## config.mk

```make
export PLATFORM = sky130hd
export DESIGN_NAME = uart_tx_frame_flat
export DESIGN_NICKNAME = d
export VERILOG_FILES = /design/src/rtl/uart_tx_frame_pkg.sv /design/src/rtl/uart_tx_frame_if.sv /design/src/rtl/uart_tx_frame_bit_timer.sv /design/src/rtl/uart_tx_frame.sv /design/src/flat_wrapper.sv
export SDC_FILE = /design/constraint.sdc
export NUM_CORES = 1
export LEC_CHECK = 0
export ABC_AREA = 1
export CORE_UTILIZATION = 58
export CTS_CLUSTER_DIAMETER = 40
export CTS_CLUSTER_SIZE = 20
export DETAILED_ROUTE_END_ITERATION = 6
export PLACE_DENSITY_LB_ADDON = 0.3
export SLEW_MARGIN = 40
export SYNTH_ARGS = -nofsm -noshare
export SYNTH_HDL_FRONTEND = slang
export SYNTH_SLANG_ARGS = --single-unit
```

## constraint.sdc

```tcl
create_clock -name clk -period 2.9 [get_ports clk]
set_input_delay 0.87 -clock clk [delete_from_list [all_inputs] [get_ports clk]]
set_output_delay 0.87 -clock clk [all_outputs]
set_load 0.01 [all_outputs]
```

## src/rtl/uart_tx_frame_pkg.sv

```systemverilog
// Shared types and constants for the UART transmitter.
// UART_TX_STOP2_EN adds the STOP2 state for two-stop-bit frames.
package uart_tx_pkg;

  localparam int PRESCALE_W = 6;
  localparam int BITCNT_W   = 4;

  localparam logic PAR_EVEN = 1'b0;
  localparam logic PAR_ODD  = 1'b1;

  typedef enum logic [2:0] {
    IDLE,
    START,
    DATA,
    PARITY,
    STOP
`ifdef UART_TX_STOP2_EN
    , STOP2
`endif
  } tx_state_t;

endpackage

```

## src/rtl/uart_tx_frame_if.sv

```systemverilog
// Parallel-load and serial-output signals of the UART transmitter.
// The master side loads words; the slave side is the transmitter.
interface uart_tx_frame_if #(
  parameter int DATA_WIDTH = 8
);
  import uart_tx_pkg::*;

  logic [DATA_WIDTH-1:0] P_DATA;
  logic                  Data_Valid;
  logic                  PAR_EN;
  logic                  PAR_TYP;
  logic [PRESCALE_W-1:0] Prescale;
  logic                  TX_OUT;
  logic                  busy;

  modport master (
    output P_DATA, Data_Valid, PAR_EN, PAR_TYP, Prescale,
    input  TX_OUT, busy
  );

  modport slave (
    input  P_DATA, Data_Valid, PAR_EN, PAR_TYP, Prescale,
    output TX_OUT, busy
  );

endinterface

```

## src/rtl/uart_tx_frame_bit_timer.sv

```systemverilog
// Bit-period timer: counts oversampling clocks within a bit and counts
// the data bits sent so far in the current frame.
module uart_tx_bit_timer
  import uart_tx_pkg::*;
(
  input  logic                  clk,
  input  logic                  rst,
  input  logic                  active,
  input  logic                  in_data,
  input  logic                  bit_clr,
  input  logic [PRESCALE_W-1:0] prescale,
  output logic                  bit_done,
  output logic [BITCNT_W-1:0]   bit_cnt
);

  logic [PRESCALE_W-1:0] edge_cnt;

  assign bit_done = active && (edge_cnt == prescale - 1'b1);

  // The edge counter idles at zero so every frame starts on a fresh bit period.
  always_ff @(posedge clk) begin
    if (rst) begin
      edge_cnt <= '0;
      bit_cnt  <= '0;
    end else begin
      if (!active || bit_done)
        edge_cnt <= '0;
      else
        edge_cnt <= edge_cnt + 1'b1;

      if (bit_clr)
        bit_cnt <= '0;
      else if (bit_done && in_data)
        bit_cnt <= bit_cnt + 1'b1;
    end
  end

endmodule

```

## src/rtl/uart_tx_frame.sv

```systemverilog
// UART transmitter: start bit, LSB-first data, optional parity, stop bit(s).
// UART_TX_STOP2_EN appends a second stop bit to every frame.
module uart_tx_frame
  import uart_tx_pkg::*;
#(
  parameter int DATA_WIDTH = 8
) (
  input  logic            clk,
  input  logic            rst,
  uart_tx_frame_if.slave  bus
);

  localparam logic [BITCNT_W-1:0] LAST_BIT = BITCNT_W'(DATA_WIDTH - 1);

  tx_state_t             state_q, state_d;
  logic [DATA_WIDTH-1:0] shift_q, shift_d;
  logic                  par_q, par_en_q;
  logic [PRESCALE_W-1:0] p_q;
  logic                  tx_q, tx_d;
  logic                  busy_q, busy_d;
  logic                  load;
  logic                  bit_done;
  logic [BITCNT_W-1:0]   bit_cnt;

  uart_tx_bit_timer u_bit_timer (
    .clk      (clk),
    .rst      (rst),
    .active   (state_q != IDLE),
    .in_data  (state_q == DATA),
    .bit_clr  (load),
    .prescale (p_q),
    .bit_done (bit_done),
    .bit_cnt  (bit_cnt)
  );

  always_ff @(posedge clk) begin
    if (rst) begin
      state_q  <= IDLE;
      shift_q  <= '0;
      par_q    <= 1'b0;
      par_en_q <= 1'b0;
      p_q      <= PRESCALE_W'(1);
      tx_q     <= 1'b1;
      busy_q   <= 1'b0;
    end else begin
      state_q <= state_d;
      shift_q <= shift_d;
      tx_q    <= tx_d;
      busy_q  <= busy_d;
      if (load) begin
        par_q    <= ^bus.P_DATA ^ (bus.PAR_TYP == PAR_ODD);
        par_en_q <= bus.PAR_EN;
        p_q      <= (bus.Prescale == '0) ? PRESCALE_W'(1) : bus.Prescale;
      end
    end
  end

  // Line level is derived from the next state so TX_OUT and busy leave flops.
  always_comb begin
    state_d = state_q;
    shift_d = shift_q;
    load    = 1'b0;
    tx_d    = 1'b1;
    busy_d  = 1'b1;

    case (state_q)
      IDLE: begin
        if (bus.Data_Valid) begin
          load    = 1'b1;
          shift_d = bus.P_DATA;
          state_d = START;
        end
      end
      START: begin
        if (bit_done)
          state_d = DATA;
      end
      DATA: begin
        if (bit_done) begin
          shift_d = shift_q >> 1;
          if (bit_cnt == LAST_BIT)
            state_d = par_en_q ? PARITY : STOP;
        end
      end
      PARITY: begin
        if (bit_done)
          state_d = STOP;
      end
      STOP: begin
        if (bit_done)
`ifdef UART_TX_STOP2_EN
          state_d = STOP2;
`else
          state_d = IDLE;
`endif
      end
`ifdef UART_TX_STOP2_EN
      STOP2: begin
        if (bit_done)
          state_d = IDLE;
      end
`endif
      default: state_d = IDLE;
    endcase

    case (state_d)
      IDLE:    begin tx_d = 1'b1; busy_d = 1'b0; end
      START:   tx_d = 1'b0;
      DATA:    tx_d = shift_d[0];
      PARITY:  tx_d = par_q;
      default: tx_d = 1'b1;
    endcase
  end

  assign bus.TX_OUT = tx_q;
  assign bus.busy   = busy_q;

endmodule

```

## src/flat_wrapper.sv

```systemverilog
// flat-port wrapper written by rule: the top's interface ports become plain ports
module uart_tx_frame_flat import uart_tx_pkg::*;
#(
  parameter int DATA_WIDTH = 8
)
  (clk, rst, bus_P_DATA, bus_Data_Valid, bus_PAR_EN, bus_PAR_TYP, bus_Prescale, bus_TX_OUT, bus_busy);
  uart_tx_frame_if #(.DATA_WIDTH(DATA_WIDTH)) bus_i ();
  input  logic clk;
  input  logic rst;
  input wire logic [$bits(bus_i.P_DATA)-1:0] bus_P_DATA;
  input wire logic [$bits(bus_i.Data_Valid)-1:0] bus_Data_Valid;
  input wire logic [$bits(bus_i.PAR_EN)-1:0] bus_PAR_EN;
  input wire logic [$bits(bus_i.PAR_TYP)-1:0] bus_PAR_TYP;
  input wire logic [$bits(bus_i.Prescale)-1:0] bus_Prescale;
  output wire logic [$bits(bus_i.TX_OUT)-1:0] bus_TX_OUT;
  output wire logic [$bits(bus_i.busy)-1:0] bus_busy;
  assign bus_i.P_DATA = bus_P_DATA;
  assign bus_i.Data_Valid = bus_Data_Valid;
  assign bus_i.PAR_EN = bus_PAR_EN;
  assign bus_i.PAR_TYP = bus_PAR_TYP;
  assign bus_i.Prescale = bus_Prescale;
  assign bus_TX_OUT = bus_i.TX_OUT;
  assign bus_busy = bus_i.busy;
  uart_tx_frame #(.DATA_WIDTH(DATA_WIDTH)) u_core (.clk(clk), .rst(rst), .bus(bus_i));
endmodule
```

Yosys cells after proc, flatten, opt, wreduce, memory -nomap -nowiden
Cells that the tools add are included.
- output and inout port bits: 2
- word-level logic and storage cells: 54
- flip-flop bits (word level): 31
- bits of input ports: 19
- $add $sub $neg: 3
- multiplexer cells: 16
- equality and inequality tests: 11
- bitwise gates (word level): 1
- reduce and logical (&&, ||, !) cells: 13
- operator list (kind ; number):
    $mux W3 ; 7
    $mux W8 ; 2
    $pmux W8 S2 ; 1
    $pmux W3 S5 ; 1
    $eq A3 B2 Y1 const B ; 4
    $reduce_xor A8 Y1 ; 1
    $add A6 B1 Y6 const B ; 1
    $eq A3 B1 Y1 const B ; 2
    $eq A6 B6 Y1 ; 1
    $logic_not A3 Y1 ; 2
    $logic_not A6 Y1 ; 1
    $mux W6 ; 1
    $sub A6 B1 Y6 const B ; 1
    $add A4 B1 Y4 const B ; 1
    $eq A4 B3 Y1 const B ; 1
    $reduce_or A2 Y1 ; 2
    $eq A3 B3 Y1 const B ; 1
    $mux W1 ; 3
    $pmux W1 S3 ; 1
    $reduce_and A3 Y1 ; 1
    $reduce_bool A3 Y1 ; 1
    $logic_and A1 B1 Y1 ; 2
    $ne A2 B1 Y1 const B ; 1
    $ne A2 B2 Y1 const B ; 1
    4 further kinds ; 4

Logic depth before layout (Yosys ltp)
- depth in word-level cells: 7
- gate-level depth with buffers: 17
- mapped depth without buffers: 17

Modules after synthesis
Synthesis repeated with hierarchy kept, for this count alone.
- cell total of the unflattened synthesis: 290
- area, all modules: 1849.3 µm²
- by module, submodules not included (module ; cells an instance ; sequential area each (µm²) ; area each (µm²) ; instances):
    uart_tx_frame ; 169 ; 420.4 ; 1117.3 ; 1
    uart_tx_bit_timer ; 121 ; 200.2 ; 732.0 ; 1

Worst setup path after synthesis
OpenSTA, ideal clock, no wires.
- path type: reg2reg
- from: reg u_core.p_q[0]
- to: reg u_core.tx_q, in the netlist u_core.bus.TX_OUT
- setup slack: 1.089 ns
- data required time: 2.782 ns
- period minus slack after synthesis: 1.811 ns
- cell stages (with the launch flop): 14
- buffers on the path: 0
- setup time: 0.118 ns
- arrival time: 1.692 ns
- cell sequence: dfxtp_1 > inv_1 > ha_1 > xnor2_1 > nor2_2 > nand3_2 > nor2_8 > nand3_2 > nand2_1 > nand2_1 > nand2_2 > nand2_2 > nand2_1 > nand3_2
- word-level cells in the longest chain between the ends: 7
- elaborated cells on any way between the ends: 14
- classes of those cells: add/sub: 1; eq/ne: 4; mux: 8; reduce/logical: 1
- RTL lines (what ; line ; source):
    from (decl) ; uart_tx_frame.sv:18 ; logic [PRESCALE_W-1:0] p_q;
    from (signal assigned) ; uart_tx_frame.sv:53 ; p_q <= (bus.Prescale == '0) ? PRESCALE_W'(1) : bus.Prescale;
    $sub A6 B1 Y6 * ; uart_tx_frame_bit_timer.sv:18 ; assign bit_done = active && (edge_cnt == prescale - 1'b1);
    $eq A6 B6 Y1 * ; uart_tx_frame_bit_timer.sv:18 ;
    $logic_and A1 B1 Y1 * ; uart_tx_frame_bit_timer.sv:18 ;
    $mux W3, on equally long branches ; - ;
    $pmux W3 S5 ; uart_tx_frame.sv:66 ; case (state_q)
    $eq A3 B2 Y1 / $eq A3 B1 Y1 (equally long branches) ; uart_tx_frame.sv:106 ; case (state_d)
    $pmux W1 S3 * ; uart_tx_frame.sv:106 ;
    to (signal assigned) ; uart_tx_frame.sv:48 ; tx_q <= tx_d;
    to (decl) ; uart_tx_frame.sv:19 ; logic tx_q, tx_d;
Mark *: on every way between the ends. The rest lies on a longest branch, timed or not. The select of a mux whose other input is x is not followed.
A chain may end at the register's enable or synchronous reset.

Worst setup path in the final report
- from: reg u_core.tx_q, in the netlist u_core.bus.TX_OUT
- to: out bus_TX_OUT
- RTL lines (what ; line ; source):
    to (decl) ; flat_wrapper.sv:15 ; output wire logic [$bits(bus_i.TX_OUT)-1:0] bus_TX_OUT;
No word-level cell between the ends.

==> impl_metrics.yaml <==
outcome:
  outcome: "finished clean"
pwr:
  pwr-share-seq: 0.489
  power_switching_uw: 327
  powerDensity_mw_per_mm2: 512
  p_comb_frac: 0.285
  p_leak_nw: 0.853
  p_int_uw: 664
  switching_share: 0.330
  pwr-share-clk: 0.225
  ir_drop_mv: 0.424
clock_tree:
  cts-buffers-inserted: 5
  cts.sinks: 31
  cts_max_path_buffers: 2
  cts_tree: "built"
  h-tree-depth: 2
  post_cts_buffers: 0
  clk_latency_ns: 0.33
  postCtsHoldBufs: 0
  cts_root_buf: "clkbuf_4"
  cts.clk_slew.worst_paths_ns: 0.09
  post_cts_resized: 0
synthesis:
  synth_compound_area_frac: 0.113
  synth-xor-area-share: 0.0634
  yosysWarnings: 0
  yosys.area_share.simple: 0.337
  yosys.cell_types.count: 28
  syn_area_per_cell_um2: 6.94
  synth-seq-cells: 31
  mappedNetlistNets: 261
  synthCells: 239
  synthAdderAreaFrac: 0.0226
  synthMuxAreaShare: 0
  yosysSeqAreaShare: 0.374
  synth_edf_count: 0
  ys.flop_type: "dfxtp_1"
  synth_area_mm2: 0.00166
  synth_top_family_by_area: "simple AND/OR/NAND/NOR gates"
  synth_async_sr_flop_share: 0
global_routing:
  grt_max_degree: 15
  grt_pass1_wl_um: 5930
  grt_overflow: 0
  grt_antenna_before_repair: 0
  first_global_vias: 1439
  grt.total_usage: 0.246
floorplanning:
  die_w_um: 55.5
  die_h_um: 55.5
  fp-row-count: 19
  ios: 21
  dieArea_mm2: 0.00308
  start_util: 0.606
  design.core.area_mm2: 0.00273
finish:
  final_nets: 286
  fin_util: 0.708
  layout-drive-gt1-share: 0.118
  layout_common_cells: "nand2_1, dfxtp_1, inv_1, nor2_1"
  area_growth_syn_to_layout_pct: 16.8
  diodes: 0
  layout_commonest_cell: "nand2_1"
sta:
  timing.fmax_ghz: 0.492
  finalSetupViolCount: 0
  fin_crit_ns: 2.03
  rsz0062_at_grt: "false"
  period_share: 0.700
  hold_violations: 0
  slew_viol_final: 0
  finClkSkew_ns: 0.00502
  relSlewSlack: 0.664
  fin_tns_setup_ns: 0
  max_slew.worst_pin.slew_ns: 0.499
hold_path:
  whs_path_depth: 2
  min_path_type: "reg -> reg"
  hold_path.startpoint: "u_core.u_bit_timer.bit_cnt[3]$_SDFFE_PP0P_"
  holdPathEnd: "u_core.u_bit_timer.bit_cnt[3]$_SDFFE_PP0P_"
worst_setup_path:
  worstReg2RegStart: "u_core.p_q[0]$_SDFFE_PP1P_"
  arrival_ns: 1.16
  end_kind: "primary output"
  cpPeakStageDelay_ns: 0.52
  cp_max_fo: 1
  path_class: "reg -> out"
  r2r_end: "u_core.bus.TX_OUT$_SDFF_PP1_"
  rrSetupSlack_ns: 0.87
  critPathLaunchType: "flop"
  cp_top_family: "buffers and inverters"
  cp_slowest_cell: "clkdlybuf4s50_1"
  crit_chain: "clkdlybuf4s50_1"
  ff2ff_path_depth: 11
  cp_data_required_time_ns: 2.03
  cp_num_buf_inv: 1
detailed_routing:
  routed.top_layer: "met4"
  routed_wl_um: 3330
  wl_met1_um: 1610
  post_drt_wl_per_cell_um: 11.3
  wl_met3_um: 170
  viasPerCell: 5.17
  first_iter_violations: 94
  vias: 1519
  dr.pass1.iters: 4
  drc: 0
  wl_met2_um: 1480
  ant_nets: 0
placed_design:
  gp_congestion: 0.815
  hpwl_um: 2520
  port_buffers: 20
job:
  cap_viol_max_count: 0
==> registers in the layout, indices dropped and copies added, names as in the netlist <==
name                         flops
u_core.u_bit_timer.edge_cnt      6
u_core.par_en_q                  1
u_core.par_q                     1
u_core.bus.TX_OUT                1
u_core.u_bit_timer.bit_cnt       4
u_core.state_q                   3
u_core.shift_q                   8
u_core.p_q                       6
u_core.bus.busy                  1
==> logic make-up (layout without fill, tap and decap cells) <==
| group | after synthesis | count (layout) |
|---|---|---|
| adder cells (fa/ha/maj) | 3 | 3 |
| flip-flops | 31 | 31 |
| buffers and inverters | 39 | 63 |
| XOR/XNOR | 12 | 12 |
| AO/OA/AOI/OAI | 33 | 33 |
| AND/OR/NAND/NOR | 121 | 121 |
==> layout make-up <==
type / instances / area, um^2
well taps: 31 / 38.8
fillers: 238 / 798
inverters: 35 / 131
repair buffers: 22 / 215
multi-input cells: 169 / 888
flip-flops and latches: 31 / 621
clock buffers: 6 / 41.3
==> power by group through the flow <==
stage	sequential, mW	combinational, mW	clock, mW
after floorplan	0.492	0.203	0
after global placement	0.494	0.276	0
after detailed placement	0.494	0.281	0
after CTS	0.485	0.283	0.228
after global routing	0.489	0.318	0.249
final	0.485	0.283	0.223
==> worst min-delay path, delay by kind of cell, from the launching register on <==
| kind | cells | cell delay (ns) |
|---|---|---|
| AOI/OAI and AO/OA | 1 | 0.05 |
| DFF | 1 | 0.32 |
| buffers and inverters | 1 | 0.06 |
==> Yosys cell counts (3+ instances only) <==
| master | instances | area, um^2 |
|---|---|---|
| a21oi_1 | 9 | 45.0 |
| a31oi_1 | 7 | 43.8 |
| dfxtp_1 | 31 | 621 |
| ha_1 | 3 | 37.5 |
| inv_1 | 26 | 97.6 |
| inv_2 | 8 | 30.0 |
| nand2_1 | 62 | 233 |
| nand2_2 | 5 | 31.3 |
| nand3_1 | 20 | 100 |
| nand3_2 | 4 | 40.0 |
| nor2_1 | 21 | 78.8 |
| nor2_2 | 4 | 25.0 |
| o21ai_0 | 11 | 55.1 |
| xnor2_1 | 7 | 61.3 |
| xor2_1 | 5 | 43.8 |
==> layer usage <==
layer / GRT usage / vias up
li1: - / 809
met1: 0.314 / 659
met2: 0.384 / 42
met3: 0.0843 / 9
met4: 0.0929 / 0
met5: 0 / -
==> metrics by stage <==
stage                     total power [mW]  std cells  area [um^2]  setup slack [ns]  hold WS (ns)
after floorplan                      0.695        239         1660              1.09         0.439
after global placement               0.769        288         1890             0.704         0.448
after detailed placement             0.775        288         1890             0.671         0.457
after CTS                            0.996        294         1940             0.860         0.471
after global routing                  1.06        294         1940             0.710         0.494
final                                0.990        294         1940             0.869         0.476
==> worst max-delay path by stage <==
| stage | startpoint | to | slack (ns) | depth (start not counted) |
|---|---|---|---|---|
| floorplan | u_core.p_q[0]$_SDFFE_PP1P_ | u_core.bus.TX_OUT$_SDFF_PP1_ | 1.09 | 13 |
| global placement | bus_Data_Valid | u_core.bus.TX_OUT$_SDFF_PP1_ | 0.70 | 10 |
| detailed placement | bus_Data_Valid | u_core.bus.TX_OUT$_SDFF_PP1_ | 0.67 | 10 |
| CTS | u_core.p_q[0]$_SDFFE_PP1P_ | u_core.bus.TX_OUT$_SDFF_PP1_ | 0.86 | 13 |
| global route | u_core.p_q[0]$_SDFFE_PP1P_ | u_core.bus.TX_OUT$_SDFF_PP1_ | 0.71 | 13 |
| finish | u_core.bus.TX_OUT$_SDFF_PP1_ | bus_TX_OUT | 0.87 | 1 |
(Power assumes the default switching activity.)
